--- config.mk ---
export PLATFORM = sky130hd
export DESIGN_NAME = regfile_write_scheduler_flat
export DESIGN_NICKNAME = d
export VERILOG_FILES = /design/src/rtl/regfile_write_scheduler_pkg.sv /design/src/rtl/regfile_write_scheduler_if.sv /design/src/rtl/regfile_write_scheduler_rr_arbiter2.sv /design/src/rtl/regfile_write_scheduler.sv /design/src/flat_wrapper.sv
export SDC_FILE = /design/constraint.sdc
export NUM_CORES = 1
export LEC_CHECK = 0
export BUFFER_PORTS_ARGS = -buffer_cell sky130_fd_sc_hd__buf_2
export CORE_AREA = 2 2 100 102
export DETAILED_ROUTE_END_ITERATION = 16
export DIE_AREA = 0 0 102 104
export PLACE_DENSITY = 0.81
export SLEW_MARGIN = 0
export SYNTH_ARGS = -nofsm -noshare
export SYNTH_HDL_FRONTEND = slang
export SYNTH_HIERARCHICAL = 1
export SYNTH_SLANG_ARGS = --single-unit
export TNS_END_PERCENT = 20
--- constraint.sdc ---
create_clock -name clk -period 2.08 [get_ports clk]
set_input_delay 0.208 -clock clk [delete_from_list [all_inputs] [get_ports clk]]
set_output_delay 0.208 -clock clk [all_outputs]
set_load 0.01 [all_outputs]
--- src/rtl/regfile_write_scheduler_pkg.sv ---
// Shared constants and enumerations for the register-bank write scheduler.
// Included by the interface, the arbiter and the top level.
package regfile_pkg;

  localparam int RF_DATA_W = 32;
  localparam int RF_ADDR_W = 5;
  localparam int RF_NREGS  = 2 ** RF_ADDR_W;

  typedef enum logic {
    INIT = 1'b0,
    RUN  = 1'b1
  } state_t;

  // Requester ids double as bit positions in the one-hot grant vector
  typedef enum logic {
    REQ_ALU = 1'b0,
    REQ_MEM = 1'b1
  } req_id_t;

endpackage

--- src/rtl/regfile_write_scheduler_if.sv ---
// Writeback request bundle: ALU and load requesters, each with valid/ready plus address and data.
interface regfile_write_scheduler_if
  import regfile_pkg::*;
#(
  parameter int DATA_W = RF_DATA_W,
  parameter int ADDR_W = RF_ADDR_W
);

  logic              alu_valid;
  logic              alu_ready;
  logic [ADDR_W-1:0] alu_dir;
  logic [DATA_W-1:0] alu_di;

  logic              mem_valid;
  logic              mem_ready;
  logic [ADDR_W-1:0] mem_dir;
  logic [DATA_W-1:0] mem_di;

  modport master (
    output alu_valid, alu_dir, alu_di,
    output mem_valid, mem_dir, mem_di,
    input  alu_ready, mem_ready
  );

  modport slave (
    input  alu_valid, alu_dir, alu_di,
    input  mem_valid, mem_dir, mem_di,
    output alu_ready, mem_ready
  );

endinterface

--- src/rtl/regfile_write_scheduler_rr_arbiter2.sv ---
// Two-way round-robin arbiter. It produces a one-hot grant and keeps a pointer to the last winner,
// so that on a conflict the requester that did not win last time is served.
module rr_arbiter2
  import regfile_pkg::*;
(
  input  logic       clk,
  input  logic       rst,
  input  logic       en,
  input  logic [1:0] req,
  output logic [1:0] grant
);

  req_id_t rr_last;

  always_comb begin
    grant = 2'b00;
    if (en) begin
      if (req == 2'b11) begin
        grant = (rr_last == REQ_MEM) ? 2'b01 : 2'b10;
      end else begin
        grant = req;
      end
    end
  end

  // A grant is a completed transfer because ready is the grant and it implies valid
  always_ff @(posedge clk) begin
    if (rst) begin
      rr_last <= REQ_MEM;
    end else if (grant[REQ_ALU]) begin
      rr_last <= REQ_ALU;
    end else if (grant[REQ_MEM]) begin
      rr_last <= REQ_MEM;
    end
  end

endmodule

--- src/rtl/regfile_write_scheduler.sv ---
// Owns the register bank write port: clears every register after reset, then shares the port between
// ALU and load writebacks, and bypasses the registered write onto the bank read data.
module regfile_write_scheduler
  import regfile_pkg::*;
#(
  parameter int DATA_W         = RF_DATA_W,
  parameter int ADDR_W         = RF_ADDR_W,
  parameter int NREGS          = RF_NREGS,
  parameter bit CLEAR_ON_RESET = 1'b1
)(
  input  logic                      clk,
  input  logic                      rst,
  regfile_write_scheduler_if.slave  wb,
  input  logic [ADDR_W-1:0]         RA1,
  input  logic [ADDR_W-1:0]         RA2,
  input  logic [DATA_W-1:0]         DR1_in,
  input  logic [DATA_W-1:0]         DR2_in,
  output logic [DATA_W-1:0]         DR1,
  output logic [DATA_W-1:0]         DR2,
  output logic                      RW,
  output logic [ADDR_W-1:0]         dir,
  output logic [DATA_W-1:0]         di,
  output logic                      init_done
);

  localparam logic [ADDR_W-1:0] LAST_REG = ADDR_W'(NREGS - 1);

  state_t            state;
  logic [ADDR_W-1:0] cnt;
  logic [1:0]        grant;
  logic              transfer;
  logic [ADDR_W-1:0] grant_dir;
  logic [DATA_W-1:0] grant_di;

  rr_arbiter2 u_arb (
    .clk   (clk),
    .rst   (rst),
    .en    (state == RUN),
    .req   ({wb.mem_valid, wb.alu_valid}),
    .grant (grant)
  );

  assign wb.alu_ready = grant[REQ_ALU];
  assign wb.mem_ready = grant[REQ_MEM];
  assign transfer     = |grant;
  assign grant_dir    = grant[REQ_MEM] ? wb.mem_dir : wb.alu_dir;
  assign grant_di     = grant[REQ_MEM] ? wb.mem_di  : wb.alu_di;

  // r0 is hardwired zero in the bank, so a write to it is accepted but never reaches the port
  always_ff @(posedge clk) begin
    if (rst) begin
      state <= CLEAR_ON_RESET ? INIT : RUN;
      cnt   <= '0;
      RW    <= 1'b0;
      dir   <= '0;
      di    <= '0;
    end else begin
      case (state)
        INIT: begin
          RW  <= 1'b1;
          dir <= cnt;
          di  <= '0;
          cnt <= cnt + 1'b1;
          if (cnt == LAST_REG) begin
            state <= RUN;
          end
        end
        RUN: begin
          if (transfer) begin
            RW  <= (grant_dir != '0);
            dir <= grant_dir;
            di  <= grant_di;
          end else begin
            RW  <= 1'b0;
          end
        end
        default: state <= INIT;
      endcase
    end
  end

  assign DR1       = (RW && (dir == RA1) && (RA1 != '0)) ? di : DR1_in;
  assign DR2       = (RW && (dir == RA2) && (RA2 != '0)) ? di : DR2_in;
  assign init_done = (state == RUN);

endmodule

--- src/flat_wrapper.sv ---
// flat-port wrapper written by rule: the top's interface ports become plain ports
module regfile_write_scheduler_flat import regfile_pkg::*;
#(
  parameter int DATA_W         = RF_DATA_W,
  parameter int ADDR_W         = RF_ADDR_W,
  parameter int NREGS          = RF_NREGS,
  parameter bit CLEAR_ON_RESET = 1'b1
)
  (clk, rst, RA1, RA2, DR1_in, DR2_in, DR1, DR2, RW, dir, di, init_done, wb_alu_valid, wb_alu_dir, wb_alu_di, wb_mem_valid, wb_mem_dir, wb_mem_di, wb_alu_ready, wb_mem_ready);
  regfile_write_scheduler_if #(.DATA_W(DATA_W), .ADDR_W(ADDR_W)) wb_i ();
  input  logic clk;
  input  logic rst;
  input  logic [ADDR_W-1:0] RA1;
  input  logic [ADDR_W-1:0] RA2;
  input  logic [DATA_W-1:0] DR1_in;
  input  logic [DATA_W-1:0] DR2_in;
  output logic [DATA_W-1:0] DR1;
  output logic [DATA_W-1:0] DR2;
  output logic RW;
  output logic [ADDR_W-1:0] dir;
  output logic [DATA_W-1:0] di;
  output logic init_done;
  input wire logic [$bits(wb_i.alu_valid)-1:0] wb_alu_valid;
  input wire logic [$bits(wb_i.alu_dir)-1:0] wb_alu_dir;
  input wire logic [$bits(wb_i.alu_di)-1:0] wb_alu_di;
  input wire logic [$bits(wb_i.mem_valid)-1:0] wb_mem_valid;
  input wire logic [$bits(wb_i.mem_dir)-1:0] wb_mem_dir;
  input wire logic [$bits(wb_i.mem_di)-1:0] wb_mem_di;
  output wire logic [$bits(wb_i.alu_ready)-1:0] wb_alu_ready;
  output wire logic [$bits(wb_i.mem_ready)-1:0] wb_mem_ready;
  assign wb_i.alu_valid = wb_alu_valid;
  assign wb_i.alu_dir = wb_alu_dir;
  assign wb_i.alu_di = wb_alu_di;
  assign wb_i.mem_valid = wb_mem_valid;
  assign wb_i.mem_dir = wb_mem_dir;
  assign wb_i.mem_di = wb_mem_di;
  assign wb_alu_ready = wb_i.alu_ready;
  assign wb_mem_ready = wb_i.mem_ready;
  regfile_write_scheduler #(.DATA_W(DATA_W), .ADDR_W(ADDR_W), .NREGS(NREGS), .CLEAR_ON_RESET(CLEAR_ON_RESET)) u_core (.clk(clk), .rst(rst), .wb(wb_i), .RA1(RA1), .RA2(RA2), .DR1_in(DR1_in), .DR2_in(DR2_in), .DR1(DR1), .DR2(DR2), .RW(RW), .dir(dir), .di(di), .init_done(init_done));
endmodule
==> flow_metrics.env <==
export IMPL_clkTransAtPathRegs_ns=0.09
export IMPL_setup_viol=64
export IMPL_dieArea_um2=10600
export IMPL_syn_nets=495
export IMPL_portBuffers=256
export IMPL_status="finished with violations"
export IMPL_vias_per_cell=4.80
export IMPL_ys_types=32
export IMPL_rsz0062_at_grt="true"
export IMPL_p_switching_w=0.000529
export IMPL_grt_pass1_vias=3632
export IMPL_finalWirelength_um=13000
export IMPL_r2r_cells=7
export IMPL_final_core_util_pct=56.3
export IMPL_p_int_w=0.00148
export IMPL_hold_path_class="in2reg"
export IMPL_worst_path_max_fanout=14
export IMPL_arrival_ns=2.08
export IMPL_hold_violations=0
export IMPL_worstSetupPathType="reg2out"
export IMPL_gr_total_overflow=0
export IMPL_yosys_area_top_type="dfxtp_1"
export IMPL_place_congestion=0.861
export IMPL_ys_seq_area_share_pct=28.8
export IMPL_yosys_warnings=6
export IMPL_numCtsBuffers=5
export IMPL_violations="setup timing"
export IMPL_fin_nets=758
export IMPL_fin_crit_ns=2.28
export IMPL_drive_gt1_share_pct=58.7
export IMPL_start_kind="register"
export IMPL_slew_headroom_pct=66.0
export IMPL_clock_fmax_mhz=438
export IMPL_p_leak_nw=2.54
export IMPL_root_buffer="clkbuf_8"
export IMPL_post_place_ws_ns=0.0614
export IMPL_dpl_cell_area_um2=4610
export IMPL_cts_tree="built"
export IMPL_synth_top_area_share_pct=28.8
export IMPL_ys_ff_latch=45
export IMPL_htreeDepth=2
export IMPL_share_comb_of_total_power_pct=26.9
export IMPL_synthCells=341
export IMPL_syn_to_final_growth_pct=71.5
export IMPL_worstMarginPinSlew_ns=0.509
export IMPL_crit_path_end_kind="primary output"
export IMPL_clkLatencyLatePin_ns=0.29
export IMPL_antenna_found_initial=3
export IMPL_drt_iter0_drc=101
export IMPL_netlist_area_um2=3130
export IMPL_die_h_um=104
export IMPL_initial_utilization_pct=32.8
export IMPL_power_density_nw_per_um2=374
export IMPL_wire_per_inst_um=17.6
export IMPL_grt_max_degree=45
export IMPL_setup_ws_ns=-0.204
export IMPL_gr_usage_all_layers_pct=22.9
export IMPL_grt_pass1_wl_um=18700
export IMPL_finalClockSkew_ns=0.00677
export IMPL_cts_sinks=45
export IMPL_drt_first_pass_iters=4
export IMPL_finalNonFillerCells=740
export IMPL_vias=3551
export IMPL_max_cap_violations=0
export IMPL_ys_top_cells_by_area="dfxtp_1 29%, mux2_4 14%, mux2_1 12%, mux2i_1 11%, nor2_1 8.7%"
export IMPL_clock_path_buffers=2
export IMPL_syn_avg_cell_area_um2=9.19
export IMPL_ioPinCount=257
export IMPL_holdPathStages=3
export IMPL_seqPwrFrac_pct=43.9
export IMPL_fin_area_um2=5370
export IMPL_hold_slack_ns=0.135
export IMPL_fp_dieW_um=102
export IMPL_cp_required_ns=1.87
export IMPL_p_sw_share_pct=26.3
export IMPL_min_period_over_period_pct=110
export IMPL_p_clk_share_pct=29.2
export IMPL_core_um2=9550
export IMPL_ant_nets=0
export IMPL_timing_max_transition_violations_final=0
export IMPL_drc_errors=0
export IMPL_vdd_drop_max_mv=0.270
export IMPL_dp_hpwl_um=8660
export IMPL_placed_cells=719
export IMPL_rows=36
metrics by stage:
step,power [W],TNS (ns)
finish,0.00201,-11.04
global route,0.00209,-15.65
floorplan,0.00107,0
global placement,0.00129,0
detailed placement,0.00130,0
CTS,0.00201,-8.91
sequential cells by signal (all words and copies together), names as in the netlist:
name                  count
u_core/u_arb/rr_last      1
u_core/RW                 1
u_core/init_done          1
u_core/dir                5
u_core/di                32
u_core/cnt                5
layout make-up:
type,count,area [um2]
tap,133,166
clock inverter,2,13.8
multi-input combinational,271,2220
fill,846,4180
antenna,2,5.00
inverter,1,3.75
timing repair buffer,280,1970
sequential,45,908
clock buffer,6,82.6
routing by layer:
layer	GRT usage, %	vias up	wire [um]
li1	-	1720	-
met2	43.8	164	6950
met4	8.00	2	261
met5	0	-	13
met1	23.4	1642	4990
met3	5.85	23	825
kinds of logic (layout without fill, tap and decap cells):
family                   count (synthesis)  after routing  share of synthesized area [%]
AO/OA/AOI/OAI                           56             56                           11.2
XOR/XNOR                                11             11                           3.08
adder cells (fa/ha/maj)                  2              2                          0.799
buffers and inverters                   25            289                           4.95
flip-flops                              45             45                           28.8
multiplexers                            99             99                           37.8
other                                    0              2                              0
AND/OR/NAND/NOR                        103            103                           13.4
power groups by stage:
stage	registers (W)	logic [W]	clock network, W
global route	0.000883	0.000575	0.000634
CTS	0.000881	0.000527	0.000604
floorplan	0.000902	0.000167	0
finish	0.000882	0.000541	0.000586
detailed placement	0.000901	0.000403	0
global placement	0.000900	0.000393	0
cells in the mapped netlist:
master    instances
clkbuf_1         11
or4_1             2
mux2_2            2
xor2_1            2
mux2_4           30
a31oi_1           1
nor2b_1           2
nand4b_1          1
a211oi_4          2
buf_2             4
buf_1             3
dfxtp_1          45
nand3_1           2
a21oi_1          39
a22o_1            1
inv_1             1
a211o_1           1
o211ai_1          4
nand2_1          19
mux2_1           32
nand2b_1          1
xnor2_1           9
mux2i_1          35
buf_6             3
o41ai_2           2
nor3b_1           1
and3_1            1
o21ai_0           6
ha_1              2
nor2_1           73
and3b_1           1
buf_8             3
worst max-delay path, stage by stage (launching register included):
cell and delay, ns:
dfxtp_2 0.35, buf_6 0.12, xnor2_2 0.15, nand2_2 0.09, a211oi_4 0.28, buf_6 0.17, buf_16 0.17, mux2_4 0.32
buf_6 0.12
cell usage in the layout (no fill, tap or decap), types with 2 or more instances in the layout:
cell type  synthesis  routed
xnor2_2            0       3
buf_12             0       5
xnor2_1            9       6
ha_1               2       2
nor2_1            73      72
dfxtp_2            0       3
o21ai_0            6       6
mux2_4            30      51
or4_1              2       2
a21oi_1           39      37
nor2b_1            2       2
buf_2              4     205
mux2_1            32      13
clkbuf_8           0       6
mux2i_1           35      35
diode_2            0       2
buf_6              3      59
o211ai_1           4       4
a21oi_4            0       2
buf_16             0       4
a211oi_4           2       2
buf_4              0       6
xor2_1             2       2
dfxtp_1           45      41
nand2_1           19      18
repair_timing:
item	CTS	global route
gates resized for setup	96	1
hold buffers	0	0
hold endpoints to repair	0	0
cloned	4	1
setup buffers	6	0
setup endpoints to repair	64	64
pin swaps	7	0
worst paths after layout:
kind	from	endpoint	slack (ns)
worst max register to register	u_core/u_arb/rr_last	u_core/dir[4]	0.42
worst max-delay path	u_core/dir[1]	DR1[1]	-0.20
worst min-delay path	wb_mem_di[7]	u_core/di[7]	0.14
worst min register to register	u_core/dir[3]	u_core/dir[3]	0.51
Note: power is estimated with default switching activity, not from simulation.
